$ cat src/rtl/vga_sched_pkg.sv
// Shared types and character codes for the VGA character write scheduler.
package vga_sched_pkg;

  typedef enum logic [2:0] {
    WAIT_INIT,
    IDLE,
    ISSUE,
    GAP,
    LINECLR
  } sched_state_e;

  localparam logic [7:0] CH_BS   = 8'h08;
  localparam logic [7:0] CH_LF   = 8'h0A;
  localparam logic [7:0] CH_PMIN = 8'h20;
  localparam logic [7:0] CH_PMAX = 8'h7D;

  // Characters the text controller understands; everything else is dropped at pop.
  function automatic logic is_issuable(input logic [7:0] ch);
    return (ch == CH_BS) || (ch == CH_LF) || ((ch >= CH_PMIN) && (ch <= CH_PMAX));
  endfunction

endpackage

$ cat src/rtl/sync_fifo.sv
// Single-clock FIFO with registered pointers; head is the oldest entry (valid when !empty).
module sync_fifo #(
  parameter int WIDTH = 8,
  parameter int DEPTH = 16
) (
  input  logic             clk,
  input  logic             rst_n,
  input  logic             push,
  input  logic [WIDTH-1:0] push_data,
  input  logic             pop,
  output logic             full,
  output logic             empty,
  output logic [WIDTH-1:0] head
);

  localparam int AW = $clog2(DEPTH);

  logic [AW-1:0]    wr_ptr_q, wr_ptr_d;
  logic [AW-1:0]    rd_ptr_q, rd_ptr_d;
  logic [AW:0]      count_q, count_d;
  logic [WIDTH-1:0] mem_q [DEPTH];
  logic             do_push, do_pop;

  assign full    = (count_q == (AW+1)'(DEPTH));
  assign empty   = (count_q == '0);
  assign head    = mem_q[rd_ptr_q];
  assign do_push = push && !full;
  assign do_pop  = pop && !empty;

  always_comb begin
    wr_ptr_d = do_push ? wr_ptr_q + 1'b1 : wr_ptr_q;
    rd_ptr_d = do_pop  ? rd_ptr_q + 1'b1 : rd_ptr_q;
    count_d  = count_q;
    if (do_push && !do_pop) begin
      count_d = count_q + 1'b1;
    end else if (!do_push && do_pop) begin
      count_d = count_q - 1'b1;
    end
  end

  always_ff @(posedge clk) begin
    if (!rst_n) begin
      wr_ptr_q <= '0;
      rd_ptr_q <= '0;
      count_q  <= '0;
    end else begin
      wr_ptr_q <= wr_ptr_d;
      rd_ptr_q <= rd_ptr_d;
      count_q  <= count_d;
    end
  end

  // Storage carries no reset; occupancy is tracked by count_q alone.
  always_ff @(posedge clk) begin
    if (do_push) begin
      mem_q[wr_ptr_q] <= push_data;
    end
  end

endmodule

$ cat src/rtl/vga_char_scheduler.sv
// Round-robin merge of several character producers into one paced VData/Wen stream
// with idle spacing for backspace completion and new-line blanking.
module vga_char_scheduler
  import vga_sched_pkg::*;
#(
  parameter int NREQ            = 2,
  parameter int FIFO_DEPTH      = 16,
  parameter int COL             = 80,
  parameter int GAP_CYCLES      = 2,
  parameter int LINE_CLR_CYCLES = 84
) (
  input  logic              CLK,
  input  logic              RST_N,
  input  logic [NREQ-1:0]   req_valid,
  input  logic [8*NREQ-1:0] req_data,
  output logic [NREQ-1:0]   req_ready,
  input  logic              vga_init,
  output logic [7:0]        vdata,
  output logic              wen,
  output logic              busy
);

  localparam int PTR_W = (NREQ > 1) ? $clog2(NREQ) : 1;
  localparam int CNT_W = $clog2(LINE_CLR_CYCLES + 1);
  localparam int COL_W = (COL > 1) ? $clog2(COL) : 1;

  logic [PTR_W-1:0] rr_ptr_q, rr_ptr_d;
  logic [PTR_W-1:0] grant_idx, cand;
  logic             found;
  logic [7:0]       push_data;
  logic             push, pop;
  logic             fifo_full, fifo_empty;
  logic [7:0]       fifo_head;

  sched_state_e     state_q, state_d;
  logic             wen_q, wen_d;
  logic [7:0]       vdata_q, vdata_d;
  logic [COL_W-1:0] col_q, col_d;
  logic [CNT_W-1:0] cnt_q, cnt_d;
  logic             wrap;

  // Grant the first valid requester after the last accepted one; nothing while full.
  always_comb begin
    found     = 1'b0;
    grant_idx = rr_ptr_q;
    cand      = '0;
    if (!fifo_full) begin
      for (int k = 1; k <= NREQ; k++) begin
        cand = PTR_W'((int'(rr_ptr_q) + k) % NREQ);
        for (int i = 0; i < NREQ; i++) begin
          if (!found && req_valid[i] && (cand == PTR_W'(i))) begin
            found     = 1'b1;
            grant_idx = cand;
          end
        end
      end
    end
    req_ready = '0;
    push_data = '0;
    for (int i = 0; i < NREQ; i++) begin
      if (grant_idx == PTR_W'(i)) begin
        req_ready[i] = found;
        push_data    = req_data[8*i +: 8];
      end
    end
    push     = found;
    rr_ptr_d = found ? grant_idx : rr_ptr_q;
  end

  sync_fifo #(
    .WIDTH (8),
    .DEPTH (FIFO_DEPTH)
  ) u_fifo (
    .clk       (CLK),
    .rst_n     (RST_N),
    .push      (push),
    .push_data (push_data),
    .pop       (pop),
    .full      (fifo_full),
    .empty     (fifo_empty),
    .head      (fifo_head)
  );

  always_comb begin
    state_d = state_q;
    wen_d   = 1'b0;
    vdata_d = vdata_q;
    col_d   = col_q;
    cnt_d   = cnt_q;
    pop     = 1'b0;
    wrap    = 1'b0;
    case (state_q)
      WAIT_INIT: begin
        state_d = IDLE;
      end
      IDLE: begin
        if (!fifo_empty) begin
          pop = 1'b1;
          if (is_issuable(fifo_head)) begin
            state_d = ISSUE;
            wen_d   = 1'b1;
            vdata_d = fifo_head;
          end
        end
      end
      ISSUE: begin
        if (vdata_q == CH_LF) begin
          col_d = '0;
          wrap  = 1'b1;
        end else if (vdata_q == CH_BS) begin
          if (col_q != '0) col_d = col_q - 1'b1;
        end else if (({1'b0, col_q} + 1'b1) == (COL_W+1)'(COL)) begin
          col_d = '0;
          wrap  = 1'b1;
        end else begin
          col_d = col_q + 1'b1;
        end
        if (wrap) begin
          state_d = LINECLR;
          cnt_d   = CNT_W'(LINE_CLR_CYCLES - 1);
        end else begin
          state_d = GAP;
          cnt_d   = CNT_W'(GAP_CYCLES - 1);
        end
      end
      GAP, LINECLR: begin
        if (cnt_q == '0) state_d = IDLE;
        else             cnt_d   = cnt_q - 1'b1;
      end
      default: state_d = WAIT_INIT;
    endcase
    // Losing init overrides everything; queued characters stay in the FIFO.
    if (!vga_init) begin
      state_d = WAIT_INIT;
      wen_d   = 1'b0;
      vdata_d = vdata_q;
      pop     = 1'b0;
    end
  end

  always_ff @(posedge CLK) begin
    if (!RST_N) begin
      state_q  <= WAIT_INIT;
      wen_q    <= 1'b0;
      vdata_q  <= '0;
      col_q    <= '0;
      cnt_q    <= '0;
      rr_ptr_q <= PTR_W'(NREQ - 1);
    end else begin
      state_q  <= state_d;
      wen_q    <= wen_d;
      vdata_q  <= vdata_d;
      col_q    <= col_d;
      cnt_q    <= cnt_d;
      rr_ptr_q <= rr_ptr_d;
    end
  end

  assign wen   = wen_q;
  assign vdata = vdata_q;
  assign busy  = !fifo_empty || ((state_q != IDLE) && (state_q != WAIT_INIT));

endmodule
$ cat config.mk
export PLATFORM = sky130hd
export DESIGN_NAME = vga_char_scheduler
export DESIGN_NICKNAME = d
export VERILOG_FILES = /design/src/rtl/vga_sched_pkg.sv /design/src/rtl/sync_fifo.sv /design/src/rtl/vga_char_scheduler.sv
export SDC_FILE = /design/constraint.sdc
export NUM_CORES = 1
export LEC_CHECK = 0
export ABC_AREA = 1
export CORE_ASPECT_RATIO = 2
export CORE_MARGIN = 4
export CORE_UTILIZATION = 55
export DETAILED_ROUTE_END_ITERATION = 10
export PLACE_DENSITY = 0.76
export SLEW_MARGIN = 30
export SYNTH_ARGS = -nofsm -noshare
export SYNTH_HDL_FRONTEND = slang
export SYNTH_HIERARCHICAL = 1
export SYNTH_SLANG_ARGS = --single-unit
export TNS_END_PERCENT = 5
$ cat constraint.sdc
create_clock -name CLK -period 2.6 [get_ports CLK]
set_input_delay 0.26 -clock CLK [delete_from_list [all_inputs] [get_ports CLK]]
set_output_delay 0.26 -clock CLK [all_outputs]
set_load 0.02 [all_outputs]
==> results of run 1 <==
logic make-up after synthesis:
family | count (synthesis) | synth area share
and+or+nand+nor | 489 | 0.259
buffers and inverters | 187 | 0.0968
DFF | 172 | 0.572
AOI/OAI and AO/OA | 61 | 0.0404
adders and majority gates | 15 | 0.0236
xor gates and xnor gates | 8 | 0.00848
final timing paths:
check / slack (ps) / endpoint / from / cells past startpoint
setup / recovery: 100 / u_fifo/count_q[4] / u_fifo/count_q[3] / 16
hold / removal: 470 / vdata[3] / vdata[3] / 2
setup reg to reg: 100 / u_fifo/count_q[4] / u_fifo/count_q[3] / 16
hold reg to reg: 470 / vdata[3] / vdata[3] / 2
cells in the final DEF (no fill, tap or decap), drive strengths merged:
| master | instances |
|---|---|
| nand2 | 273 |
| inv | 165 |
| edfxtp | 128 |
| nand3 | 127 |
| nor2 | 70 |
| dfxtp | 44 |
| buf | 42 |
| clkdlybuf4s50 | 32 |
| a21oi | 27 |
| o21ai | 26 |
| clkbuf | 17 |
| ha | 14 |
| xor2 | 8 |
| nor3 | 7 |
| nand4 | 6 |
| clkinv | 5 |
| o22ai | 3 |
| nor3b | 3 |
| a31oi | 2 |
| or2 | 2 |
| nor4 | 1 |
| o21a | 1 |
| a22oi | 1 |
| o211ai | 1 |
| clkinvlp | 1 |
| fa | 1 |
timing repair:
action / 4_1_cts / 5_1_grt
hold buffers: 0 / 0
gates resized for setup: 0 / 5
setup buffers: 0 / 1
endpoints found under the hold margin: 0 / 0
endpoints found under the setup margin: 0 / 10
sequential cells by signal (all words and copies together) (netlist names), named ones only:
| signal | flops |
|---|---|
| cnt_q | 7 |
| u_fifo/wr_ptr_q | 4 |
| col_q | 7 |
| vdata | 8 |
| wen | 1 |
| state_q | 3 |
| u_fifo/mem_q | 128 |
| rr_ptr_q | 1 |
| u_fifo/count_q | 5 |
| u_fifo/rd_ptr_q | 4 |
routing by layer:
metal  routed length, um  up-vias  GRT usage
met5                   0        -          0
met4                 875        0      0.121
met3                 701       51     0.0379
met2               10700      164      0.437
met1                6320     2985      0.220
li1                    -     3123          -
cell type report:
class	instances	area, um^2
Clock buffer	17	425
Sequential cell	172	4730
Timing Repair Buffer	74	673
Fill cell	1227	5250
Tap cell	195	244
Multi-Input combinational cell	573	2760
Clock inverter	15	160
Inverter	156	587
tightest hold or removal path, stage by stage (launching register included):
cell and delay, ps:
sky130_fd_sc_hd__dfxtp_1 320, sky130_fd_sc_hd__inv_1 50, sky130_fd_sc_hd__a21oi_1 50
metrics by stage:
stage	cell area, um^2	cells	hold slack, ps
2_1_floorplan	8260	932	428
5_1_grt	9570	1202	492
3_3_place_gp	8960	1169	451
4_1_cts	9550	1201	471
3_5_place_dp	8960	1169	460
6_report	9570	1202	470
power by group through the flow:
stage	registers, mW	clock network (mW)	logic [mW]
after CTS	3.42	2.50	1.83
after global placement	3.46	0	1.77
after floorplan	3.47	0	1.17
final	3.42	2.46	1.87
after detailed placement	3.47	0	1.82
after global routing	3.44	2.62	2.08
==> results, run 1 <==
- The clock tree from TritonCTS is yes.
- The largest voltage drop on the vdd net is 546 uV.
- The final routed wirelength across all metal layers is 18600 um.
- The post-synthesis sequential area ratio is 0.572.
- During I/O placement, the number of pins put on the boundary was 33.
- Summed over all instances, the cell type with the most area after synthesis is sky130_fd_sc_hd__edfxtp_1.
- The maximum buffer depth of the clock tree is 2.
- The Yosys step of the flow raised 6 warnings.
- After synthesis, the most frequently instantiated cells are sky130_fd_sc_hd__nand2_1 (265), sky130_fd_sc_hd__inv_1 (146), sky130_fd_sc_hd__edfxtp_1 (128), sky130_fd_sc_hd__nand3_1 (124), sky130_fd_sc_hd__nor2_1 (63).
- The slowest stage of the critical path belongs to the cell sky130_fd_sc_hd__dfxtp_1.
- Setup repair after global routing could not meet its margin everywhere.
- The critical path is of the register to register type.
- In this run the worst hold path is classified as register to register.
- The cell area that synthesis handed to floorplanning was 8260 um^2.
- The analysis attributes to net switching a power of 2.52 mW.
- The net count of the mapped netlist is 968.
- The largest stage delay on the critical path is 340 ps.
- In the final layout, the share of cells above drive strength 1 is 0.116.
- The via count of the first global-routing pass came to 6226.
- Compared with the post-synthesis result, the final layout area differs by 15.9%.
- Setup violations remaining at the end of the flow were counted as 0.
- The share of total power dissipated in combinational logic is 0.241.
- The required time of the critical path is 2920 ps.
- For this design, the sink count on the clock tree is 172.
- The post-placement worst setup slack is 19.2 ps.
- For the finished layout, the period the worst path requires is 2500 ps.
- TritonCTS created 17 clock buffers.
- The portion of the clock cycle consumed by the worst path in the final layout is 0.963.
- The post-route DRC violation count is 0.
- The pre-antenna-repair detailed-routing pass consisted of 5 iterations.
- The number of antenna violations at the first check in global routing is 0.
- The floorplan core area is 14800 um^2.
- For the worst-skew pair, the clock arrives at the later sink with an insertion delay of 420 ps.
- After synthesis, the cell types taking the most area are sky130_fd_sc_hd__edfxtp_1 (47%), sky130_fd_sc_hd__nand2_1 (12%), sky130_fd_sc_hd__dfxtp_1 (11%), sky130_fd_sc_hd__nand3_1 (7.5%), sky130_fd_sc_hd__inv_1 (6.6%).
- At the end of routability-driven placement, the weighted congestion stood at 0.932.
- Measured on the finished design, the core utilization comes to 0.646.
- Of the total power, the share spent switching nets is 0.326.
- The critical path launch point type is a register.
- In this run the static leakage power is 4.20 nW.
- In the final timing run, aggregate negative setup slack is 0 ps.
- Measured along the x axis, the die boundary spans 94.7 um.
- The floorplan step defined a die boundary enclosing 17200 um^2.
- The reported max-cap violation count is 0.
- The height of the die is 181 um.
- The floorplan has 63 rows.
- Dividing total power by cell area gives a power density of 810 nW/um^2.
- The worst path buffer plus inverter count is 5.
- The post-CTS clock slew at the launch and capture registers of the worst setup and hold paths is 70 ps.
- The detailed placer's ending HPWL is 13400 um.
- Yosys mapped the design onto 38 distinct sky130hd cell types.
- The cell sitting at the root of the clock tree is a sky130_fd_sc_hd__clkbuf_16.
- The sequential share of power is 0.441.
- The flow ran to the end, and the final reports show no timing, DRC or antenna violations.
- The routed layout has 6323 vias.
- The worst setup path is captured at a register.
- The final count of hold timing violations was 0.
- The internal portion of the total power is 5.23 mW.
- The max-slew violation total from the final report is 0.
- After layout, the worst setup slack is 97.4 ps.
- For the pin with the worst max-slew slack, the measured transition is 695 ps.
- Dividing the detail-routed wire length by the instance count gives 15.4 um.
- Entering global routing, the biggest net connects 44 pins.
- Counting every instance in the synthesized netlist gives 932.
- For the final database, setup skew stands at 13.9 ps.
- The proportion of power drawn by the clock network is 0.318.
- The most repeated cell in the gate-level netlist after synthesis is sky130_fd_sc_hd__nand2_1.
- The largest fanout on the critical path is 5.
- The relative max-transition margin is 0.536.
- In this run, synthesis produced a sequential element count of 172.
- 0 antenna diodes ended up in the layout.
- In this run the remaining antenna-violating nets after routing total 0.
- The number of flops mapped to enable cells by yosys is 128.
- The family with the most delay on the worst path is simple AND/OR/NAND/NOR gates.
- The overall power after layout is 7.75 mW.
- CTS built an H-tree with a depth of 4.
- STA puts the critical path data arrival time at 2820 ps.
- The leftover overflow at the end of global routing is 0.
- The portion of synthesized cell area occupied by the leading cell type is 0.465.
- In the final design database the tool counted 1030 nets.
- The most used flip-flop cell after synthesis is sky130_fd_sc_hd__edfxtp_1.
- The per-instance average area after synthesis is 8.86 um^2.
- The signal on the critical path passes through nor2_2, nand3_2, inv_1, inv_1, nand2_1, o21ai_0, nand2_1, inv_2, ha_1, inv_2, ha_1, or2_2, nand3_1, nand2_1, o21ai_0, inv_1.
- The number of buffer cells added on primary ports is 32.
- The global-route usage over all layers is 0.228.
- The initial cell density of the core is 0.557.
- The number of DRC markers in iteration 0 is 361.
- The fraction of registers with async set or reset after synthesis is 0.
- In the routed layout, each cell is associated on average with a via count of 5.26.
- For this run, the top clock speed supported by timing is 400 MHz.
- The wire length of the first global-routing pass is 29800 um.
Power figures use the tool's default switching activity.
==> run 2: changes to the inputs <==
--- a/config.mk
+++ b/config.mk
@@ -8,9 +8,10 @@
 export ABC_AREA = 1
 export CORE_ASPECT_RATIO = 2
 export CORE_MARGIN = 4
-export CORE_UTILIZATION = 55
+export CORE_UTILIZATION = 57
 export DETAILED_ROUTE_END_ITERATION = 10
-export PLACE_DENSITY = 0.76
+export DONT_BUFFER_PORTS = 1
+export PLACE_DENSITY = 0.75
 export SLEW_MARGIN = 30
 export SYNTH_ARGS = -nofsm -noshare
 export SYNTH_HDL_FRONTEND = slang
==> results, run 2 (synthesized netlist as in run 1, its figures left out) <==
- The clock tree from TritonCTS is yes (unchanged).
- The transition at the pin with the smallest max-transition slack came to 945 ps (was 695 ps).
- The reported max-cap violation count is 0 (unchanged).
- The number of nets at the end of the flow is 996 (was 1030).
- The source-to-sink clock delay at the later pin of the worst-skew pair came to 430 ps (was 420 ps).
- The max-slew violation total from the final report is 0 (unchanged).
- The data arrival time of the worst path came to 2680 ps (was 2820 ps).
- The required time of the critical path is 2920 ps (about the same).
- The wire length of the first global-routing pass was 29200 um (was 29800 um).
- The maximum number of pins on one net before global-route repair is 45 (was 44).
- The average vias per placed instance came to 5.23 (was 5.26).
- The largest voltage drop on the vdd net was 524 uV (was 546 uV).
- The minimum clock period after layout was 2360 ps (was 2500 ps).
- The number of clock sinks came to 172 (unchanged).
- The number of H-tree levels is 4 (unchanged).
- The relative max-transition margin is 0.368 (was 0.536).
- Setup repair after global routing missed its margin: false (was true).
- Commonest non-fill, non-tap cells in the layout: sky130_fd_sc_hd__nand2_1 (264), sky130_fd_sc_hd__inv_1 (145), sky130_fd_sc_hd__edfxtp_1 (128), sky130_fd_sc_hd__nand3_1 (124), sky130_fd_sc_hd__nor2_1 (61) (was sky130_fd_sc_hd__nand2_1 (265), sky130_fd_sc_hd__inv_1 (145), sky130_fd_sc_hd__edfxtp_1 (128), sky130_fd_sc_hd__nand3_1 (124), sky130_fd_sc_hd__nor2_1 (62)).
- The floorplan core area was 14300 um^2 (was 14800 um^2).
- The portion of the clock cycle consumed by the worst path in the final layout is 0.908 (was 0.963).
- The area enclosed by the die boundary is 16600 um^2 (was 17200 um^2).
- The power density over cell area is 825 nW/um^2 (was 810 nW/um^2).
- The area of all placed cells without fillers is 9250 um^2 (was 9570 um^2).
- The number of cells in the design after placement was 1131 (was 1169).
- The number of setup violations in the final report is 0 (unchanged).
- The final routed wire length divided by cell count is 15.4 um (about the same).
- The number of filler instances in the final layout is 1184 (was 1227).
- The number of nets still failing antenna checks after routing came to 0 (unchanged).
- The post-route DRC violation count is 0 (unchanged).
- The count of non-filler cells in the finished layout is 1165 (was 1202).
- The post-placement worst setup slack is -27.1 ps (was 19.2 ps).
- The leakage power figure is 4.07 nW (was 4.20 nW).
- The via count of the first global-routing pass was 5997 (was 6226).
- The width of the die is 93.1 um (was 94.7 um).
- The clock tree root buffer cell is sky130_fd_sc_hd__clkbuf_16 (unchanged).
- The count of inserted antenna diode cells is 0 (unchanged).
- The global-route usage over all layers is 0.233 (was 0.228).
- The number of antenna violations at the first check in global routing is 0 (unchanged).
- The number of DRC markers in iteration 0 came to 368 (was 361).
- The post-CTS clock slew at the launch and capture registers of the worst setup and hold paths is 60 ps (was 70 ps).
- The overall power after layout is 7.63 mW (was 7.75 mW).
- The leftover overflow at the end of global routing is 0 (unchanged).
- The maximum buffer depth of the clock tree came to 2 (unchanged).
- The worst path setup slack after routing is 239 ps (was 97.4 ps).
- The number of CTS-inserted buffers is 17 (unchanged).
- The initial cell density of the core is 0.579 (was 0.557).
- The class of the tightest hold or removal check is input port to register (was register to register).
- Run status: complete, no violations (unchanged).
- The height of the die is 178 um (was 181 um).
- The number of buffer cells added on primary ports is 0 (was 32).
- The routability congestion estimate from global placement is 0.837 (was 0.932).
- The critical path launch point type is a register (unchanged).
- The top register by number of flip-flops is u_fifo/mem_q (unchanged).
- The flip-flop count of the largest register, all copies and words added is 128 (unchanged).
- The commonest non-fill, non-tap cell in the layout is sky130_fd_sc_hd__nand2_1 (unchanged).
- The final routed wirelength across all metal layers was 17900 um (was 18600 um).
- The critical setup path kind was register to register (unchanged).
- The largest fanout on the critical path is 5 (unchanged).
- The detailed placer's ending HPWL is 12600 um (was 13400 um).
- The maximum achievable frequency is 424 MHz (was 400 MHz).
- The cell area after placement is 8630 um^2 (was 8960 um^2).
- The first-pass iteration count of the detailed router is 5 (unchanged).
- The final count of hold timing violations is 0 (unchanged).
- The signed area change from the synthesized netlist to the final layout is 11.9% (was 15.9%).
- The worst clock skew on the final layout is 7.76 ps (was 13.9 ps).
- The total number of vias is 6092 (was 6323).
- The count of pins on the block boundary was 33 (unchanged).
- The fraction of final layout cells with drive strength greater than 1 is 0.119 (was 0.116).
- The tightest hold margin was 25.9 ps (was 470 ps).
- The count of standard-cell rows is 62 (was 63).
- The kind of end point of the critical path is a register (unchanged).
run 2: cell count changes in the layout (fill, tap and decap cells not counted), moves of 2 or more:
cell and delta:
sky130_fd_sc_hd__buf_4 -4, sky130_fd_sc_hd__inv_8 -3, sky130_fd_sc_hd__clkinv_8 -2, sky130_fd_sc_hd__o21ai_1 +2
sky130_fd_sc_hd__clkdlybuf4s50_1 -32, sky130_fd_sc_hd__o21ai_0 -2
run 2: path summary, 6_finish.rpt:
path	start	endpoint	slack, ps	cells after the start
min reg2reg	cnt_q[0]	cnt_q[0]	500	2
min	vga_init	state_q[2]	30	2
max	state_q[0]	u_fifo/count_q[4]	240	13
max reg2reg	state_q[0]	u_fifo/count_q[4]	240	13
run 2: critical path: stages, from the launching register on:
cell	delay [ps]
sky130_fd_sc_hd__dfxtp_1	450
sky130_fd_sc_hd__inv_1	110
sky130_fd_sc_hd__nor3_4	130
sky130_fd_sc_hd__nand2_1	80
sky130_fd_sc_hd__nor2_2	190
sky130_fd_sc_hd__nand2_2	130
sky130_fd_sc_hd__ha_1	220
sky130_fd_sc_hd__inv_2	110
sky130_fd_sc_hd__ha_1	260
sky130_fd_sc_hd__or2_2	290
sky130_fd_sc_hd__nand3_1	80
sky130_fd_sc_hd__nand2_1	50
sky130_fd_sc_hd__o21ai_1	120
sky130_fd_sc_hd__inv_1	50
run 2: cell type report:
cell class              count  area, um^2  share of cell area
flip-flops and latches    172        4730               0.511
multi-input cells         573        2760               0.299
inverters                 156         587              0.0635
clock buffers              17         425              0.0460
repair buffers             40         353              0.0382
well taps                 192         240              0.0260
clock inverters            15         154              0.0166
run 2: layer usage:
metal / GRT usage / routed length, um / up-vias
li1: - / - / 3048
met1: 0.237 / 6240 / 2824
met2: 0.435 / 9990 / 165
met3: 0.0380 / 694 / 55
met4: 0.143 / 1010 / 0
met5: 0 / 0 / -
run 2: timing repair:
action	CTS	global route
pin swaps	0	1
resized for setup	1	8
hold buffers	1	0
buffers inserted	0	1
endpoints found under the hold margin	24	0
endpoints found under the setup margin	1	9
run 2: metrics by stage:
stage                     setup TNS [ps]   util
after CTS                              0  0.646
after floorplan                        0      -
after global routing                   0  0.648
after global placement                 0  0.604
final                                  0  0.648
after detailed placement           -27.1  0.604
run 2: report_power, final:
| part | switching (mW) | internal, mW | total (mW) |
|---|---|---|---|
| registers | 0.121 | 3.31 | 3.43 |
| clock network | 1.09 | 1.35 | 2.44 |
| logic | 1.19 | 0.568 | 1.76 |
| total | 2.40 | 5.23 | 7.63 |
==> run 3: changes to the inputs <==
--- a/config.mk
+++ b/config.mk
@@ -5,7 +5,6 @@
 export SDC_FILE = /design/constraint.sdc
 export NUM_CORES = 1
 export LEC_CHECK = 0
-export ABC_AREA = 1
 export CORE_ASPECT_RATIO = 2
 export CORE_MARGIN = 4
 export CORE_UTILIZATION = 57
==> results, run 3 <==
- The cell depth of the worst min-delay path was 1 (was 2).
- The clock tree root buffer cell is sky130_fd_sc_hd__clkbuf_16 (unchanged).
- The simple-gate portion of the synthesized area is 0.107 (was 0.259).
- The commonest non-fill, non-tap cell in the layout is sky130_fd_sc_hd__edfxtp_1 (was sky130_fd_sc_hd__nand2_1).
- The number of flops mapped to enable cells by yosys is 128 (unchanged).
- The post-synthesis sequential area ratio was 0.631 (was 0.572).
- The number of unique standard cell types used by synthesis is 66 (was 38).
- The critical path launch point type was a register (unchanged).
- The source-to-sink clock delay at the later pin of the worst-skew pair was 420 ps (was 430 ps).
- The relative max-transition margin was 0.448 (was 0.368).
- The initial cell density of the core is 0.580 (was 0.579).
- The endpoint with the worst hold slack is cnt_q[4] (was state_q[2]).
- The leakage power figure is 3.01 nW (was 4.07 nW).
- The checks that failed: setup timing.
- The largest voltage drop on the vdd net is 675 uV (was 524 uV).
- The area enclosed by the die boundary was 15200 um^2 (was 16600 um^2).
- The post-synthesis cell count is 520 (was 932).
- The fraction of final layout cells with drive strength greater than 1 is 0.265 (was 0.119).
- The detailed placer's ending HPWL is 10700 um (was 12600 um).
- The number of nets still failing antenna checks after routing came to 0 (unchanged).
- The cell area after placement came to 7860 um^2 (was 8630 um^2).
- The transition at the pin with the smallest max-transition slack is 825 ps (was 945 ps).
- The area of all placed cells without fillers is 8850 um^2 (was 9250 um^2).
- Run status: finished with violations (was complete, no violations).
- The portion of the clock cycle consumed by the worst path in the final layout is 1.04 (was 0.908).
- The path depth of the worst reg2reg path is 13 (unchanged).
- The portion of synthesized cell area occupied by the leading cell type is 0.513 (was 0.465).
- The net count of the mapped netlist is 556 (was 968).
- The average vias per placed instance is 6.20 (was 5.23).
- Main area contributors after synthesis: sky130_fd_sc_hd__edfxtp_1 (51%), sky130_fd_sc_hd__dfxtp_1 (12%), sky130_fd_sc_hd__mux4_2 (9.6%), sky130_fd_sc_hd__ha_1 (2.3%), sky130_fd_sc_hd__nand2_1 (2.0%) (was sky130_fd_sc_hd__edfxtp_1 (47%), sky130_fd_sc_hd__nand2_1 (12%), sky130_fd_sc_hd__dfxtp_1 (11%), sky130_fd_sc_hd__nand3_1 (7.5%), sky130_fd_sc_hd__inv_1 (6.6%)).
- The total number of vias is 4544 (was 6092).
- The global-route usage over all layers is 0.229 (was 0.233).
- The post-route DRC violation count was 0 (unchanged).
- The number of DRC markers in iteration 0 is 342 (was 368).
- The worst path setup slack after routing is -93.9 ps (was 239 ps).
- The number of H-tree levels came to 4 (unchanged).
- The parity-gate share of the synthesized area counting xor and xnor cells is 0.0105 (was 0.00848).
- The hold path startpoint is RST_N (was vga_init).
- The standard cell with the maximum stage delay on the critical path is sky130_fd_sc_hd__or4_4 (was sky130_fd_sc_hd__dfxtp_1).
- The complex-gate fraction of the synthesized area is 0.0782 (was 0.0404).
- The most common cell type on the critical path is sky130_fd_sc_hd__ha_4.
- The via count of the first global-routing pass is 4806 (was 5997).
- The kind of end point of the critical path was a register (unchanged).
- The clock tree from TritonCTS is yes (unchanged).
- The signed area change from the synthesized netlist to the final layout is 18.2% (was 11.9%).
- The maximum achievable frequency is 371 MHz (was 424 MHz).
- The number of buffer cells added on primary ports was 0 (unchanged).
- The floorplan core area came to 12900 um^2 (was 14300 um^2).
- The register bit total from synthesis came to 172 (unchanged).
- The post-placement worst setup slack is -222 ps (was -27.1 ps).
- Commonest non-fill, non-tap cells in the layout: sky130_fd_sc_hd__edfxtp_1 (128), sky130_fd_sc_hd__dfxtp_1 (42), sky130_fd_sc_hd__nand2_1 (39), sky130_fd_sc_hd__mux4_2 (32), sky130_fd_sc_hd__buf_4 (30) (was sky130_fd_sc_hd__nand2_1 (264), sky130_fd_sc_hd__inv_1 (145), sky130_fd_sc_hd__edfxtp_1 (128), sky130_fd_sc_hd__nand3_1 (124), sky130_fd_sc_hd__nor2_1 (61)).
- Cell chain of the critical path: or4_4, nor2_4, nor4b_4, nand2_1, inv_2, o21ai_4, ha_4, inv_8, ha_4, a21o_4, a21oi_4, or4b_4, nand3_2 (was inv_1, nor3_4, nand2_1, nor2_2, nand2_2, ha_1, inv_2, ha_1, or2_2, nand3_1, nand2_1, o21ai_1, inv_1).
- The synthesis warning total is 6 (unchanged).
- The minimum setup slack among reg-to-reg paths is -90 ps (was 240 ps).
- The maximum buffer depth of the clock tree was 2 (unchanged).
- The class of the tightest hold or removal check is input port to register (unchanged).
- The leftover overflow at the end of global routing is 0 (unchanged).
- The critical setup path kind is register to register (unchanged).
- The count of standard-cell rows was 59 (was 62).
- The count of inserted antenna diode cells is 0 (unchanged).
- The routability congestion estimate from global placement is 0.826 (was 0.837).
- The number of clock sinks is 172 (unchanged).
- The combinational family with the most area after synthesis is multiplexers (was simple AND/OR/NAND/NOR gates).
- The data arrival time of the worst path is 3060 ps (was 2680 ps).
- The number of antenna violations at the first check in global routing is 0 (unchanged).
- The fraction of registers with async set or reset after synthesis is 0 (unchanged).
- The maximum number of pins on one net before global-route repair was 33 (was 45).
- The worst clock skew on the final layout was 9.90 ps (was 7.76 ps).
- Setup repair after global routing missed its margin: true (was false).
- The top register by number of flip-flops is u_fifo/mem_q (unchanged).
- The most repeated cell in the gate-level netlist after synthesis is sky130_fd_sc_hd__edfxtp_1 (was sky130_fd_sc_hd__nand2_1).
- The minimum clock period after layout came to 2690 ps (was 2360 ps).
- The largest fanout on the critical path is 5 (unchanged).
- The first-pass iteration count of the detailed router is 4 (was 5).
- The power density over cell area is 904 nW/um^2 (was 825 nW/um^2).
- The share of synthesized area spent on multiplexers is 0.125 (was 0).
- Leading cell types by count after synthesis: sky130_fd_sc_hd__edfxtp_1 (128), sky130_fd_sc_hd__dfxtp_1 (44), sky130_fd_sc_hd__nand2_1 (40), sky130_fd_sc_hd__mux4_2 (32), sky130_fd_sc_hd__nor2_1 (28) (was sky130_fd_sc_hd__nand2_1 (265), sky130_fd_sc_hd__inv_1 (146), sky130_fd_sc_hd__edfxtp_1 (128), sky130_fd_sc_hd__nand3_1 (124), sky130_fd_sc_hd__nor2_1 (63)).
- The flip-flop count of the largest register, all copies and words added is 128 (unchanged).
- The required time of the critical path was 2970 ps (was 2920 ps).
- The final routed wire length divided by cell count came to 22.1 um (was 15.4 um).
- The largest stage delay on the critical path is 590 ps (was 450 ps).
- The post-synth design cell area is 7490 um^2 (was 8260 um^2).
- The startpoint of the worst-slack reg-to-reg timing path is u_fifo/count_q[1] (was state_q[0]).
- The max-slew violation total from the final report is 0 (unchanged).
- The post-CTS clock slew at the launch and capture registers of the worst setup and hold paths came to 70 ps (was 60 ps).
- The number of nets at the end of the flow is 604 (was 996).
- The library cell with the largest summed area after synthesis is sky130_fd_sc_hd__edfxtp_1 (unchanged).
- The wire length of the first global-routing pass is 25300 um (was 29200 um).
- The tightest hold margin is 21.0 ps (was 25.9 ps).
- The count of pins on the block boundary came to 33 (unchanged).
- The number of setup violations in the final report is 3 (was 0).
- The final count of hold timing violations is 0 (unchanged).
- The adder-cell area share of the yosys netlist is 0.0261 (was 0.0236).
- The number of CTS-inserted buffers is 17 (unchanged).
- The main flop type after synthesis is sky130_fd_sc_hd__edfxtp_1 (unchanged).
- The share of the core filled with cells is 0.685 (was 0.648).
- The per-instance average area after synthesis came to 14.4 um^2 (was 8.86 um^2).
- The reported max-cap violation count came to 0 (unchanged).
- The height of the die came to 170 um (was 178 um).
- The width of the die came to 89.1 um (was 93.1 um).
- The final routed wirelength across all metal layers was 16200 um (was 17900 um).
- The capture point of the worst reg-to-reg path is u_fifo/count_q[3] (was u_fifo/count_q[4]).
## run 3: changes by cell type in the layout (fill, tap and decap cells not counted), moves of 8 or more
cell,change
sky130_fd_sc_hd__nand2b_1,+8
sky130_fd_sc_hd__mux4_2,+32
sky130_fd_sc_hd__mux2i_1,+10
sky130_fd_sc_hd__o21ai_0,-9
sky130_fd_sc_hd__inv_2,-9
sky130_fd_sc_hd__and2_1,+9
sky130_fd_sc_hd__nand2_1,-225
sky130_fd_sc_hd__a21oi_1,-10
sky130_fd_sc_hd__dlygate4sd3_1,+18
sky130_fd_sc_hd__a22oi_1,+12
sky130_fd_sc_hd__nor2_1,-39
sky130_fd_sc_hd__nand3_1,-106
sky130_fd_sc_hd__inv_1,-135
## run 3: metal layers
| metal | share of wire | global-route usage |
|---|---|---|
| met1 | 0.36 | 0.251 |
| met4 | 0.020 | 0.0836 |
| met2 | 0.58 | 0.426 |
| met5 | 0 | 0 |
| met3 | 0.043 | 0.0441 |
## run 3: worst max-delay path, delay by kind of cell (launching register included)
| kind | cells | cell delay (ps) |
|---|---|---|
| flip-flops | 1 | 340 |
| buffers and inverters | 2 | 110 |
| AO/OA/AOI/OAI | 3 | 220 |
| adder cells (fa/ha/maj) | 2 | 450 |
| AND/OR/NAND/NOR | 6 | 1500 |
## run 3: area by class of cell
cell class              count  area [um^2]
clock buffers              17          425
clock inverters            15          153
fillers                   812         4070
inverters                  13         56.3
multi-input cells         309         2790
flip-flops and latches    172         4730
well taps                 152          190
repair buffers             55          505
## run 3: per-stage QoR
stage / setup TNS, ps / cells / total power, mW
finish: -157 / 733 / 8.00
global route: -1560 / 733 / 8.35
CTS: -37.3 / 728 / 7.80
detailed placement: -1190 / 676 / 5.26
global placement: -294 / 676 / 5.17
floorplan: -936 / 520 / 4.68
## run 3: timing repair
action,4_1_cts,5_1_grt
gates cloned,0,1
resized for setup,7,31
hold buffers,20,0
endpoints found under the hold margin,24,0
pin swaps,5,12
setup endpoints to repair,137,55
buffers inserted,0,4
## run 3: cells by family after synthesis
group / Yosys count
simple gates: 153
xor+xnor: 9
flops: 172
compound gates: 81
mux: 51
buf+inv: 39
fa+ha+maj: 15
## run 3: power breakdown
part | switching (mW) | leakage (nW) | internal, mW | total, mW
Clock | 1.14 | 0.274 | 1.28 | 2.42
Sequential | 0.141 | 1.52 | 3.31 | 3.45
Combinational | 1.16 | 1.22 | 0.973 | 2.13
## run 3: worst max-delay path by stage
stage	start	to	slack [ps]	cells past startpoint
floorplan	u_fifo/count_q[1]	u_fifo/count_q[3]	-100	14
global placement	u_fifo/count_q[1]	u_fifo/count_q[4]	-170	11
detailed placement	u_fifo/count_q[3]	u_fifo/count_q[4]	-220	11
CTS	u_fifo/count_q[3]	u_fifo/count_q[4]	-20	11
global route	u_fifo/count_q[1]	u_fifo/count_q[3]	-180	13
finish	u_fifo/count_q[1]	u_fifo/count_q[3]	-90	13
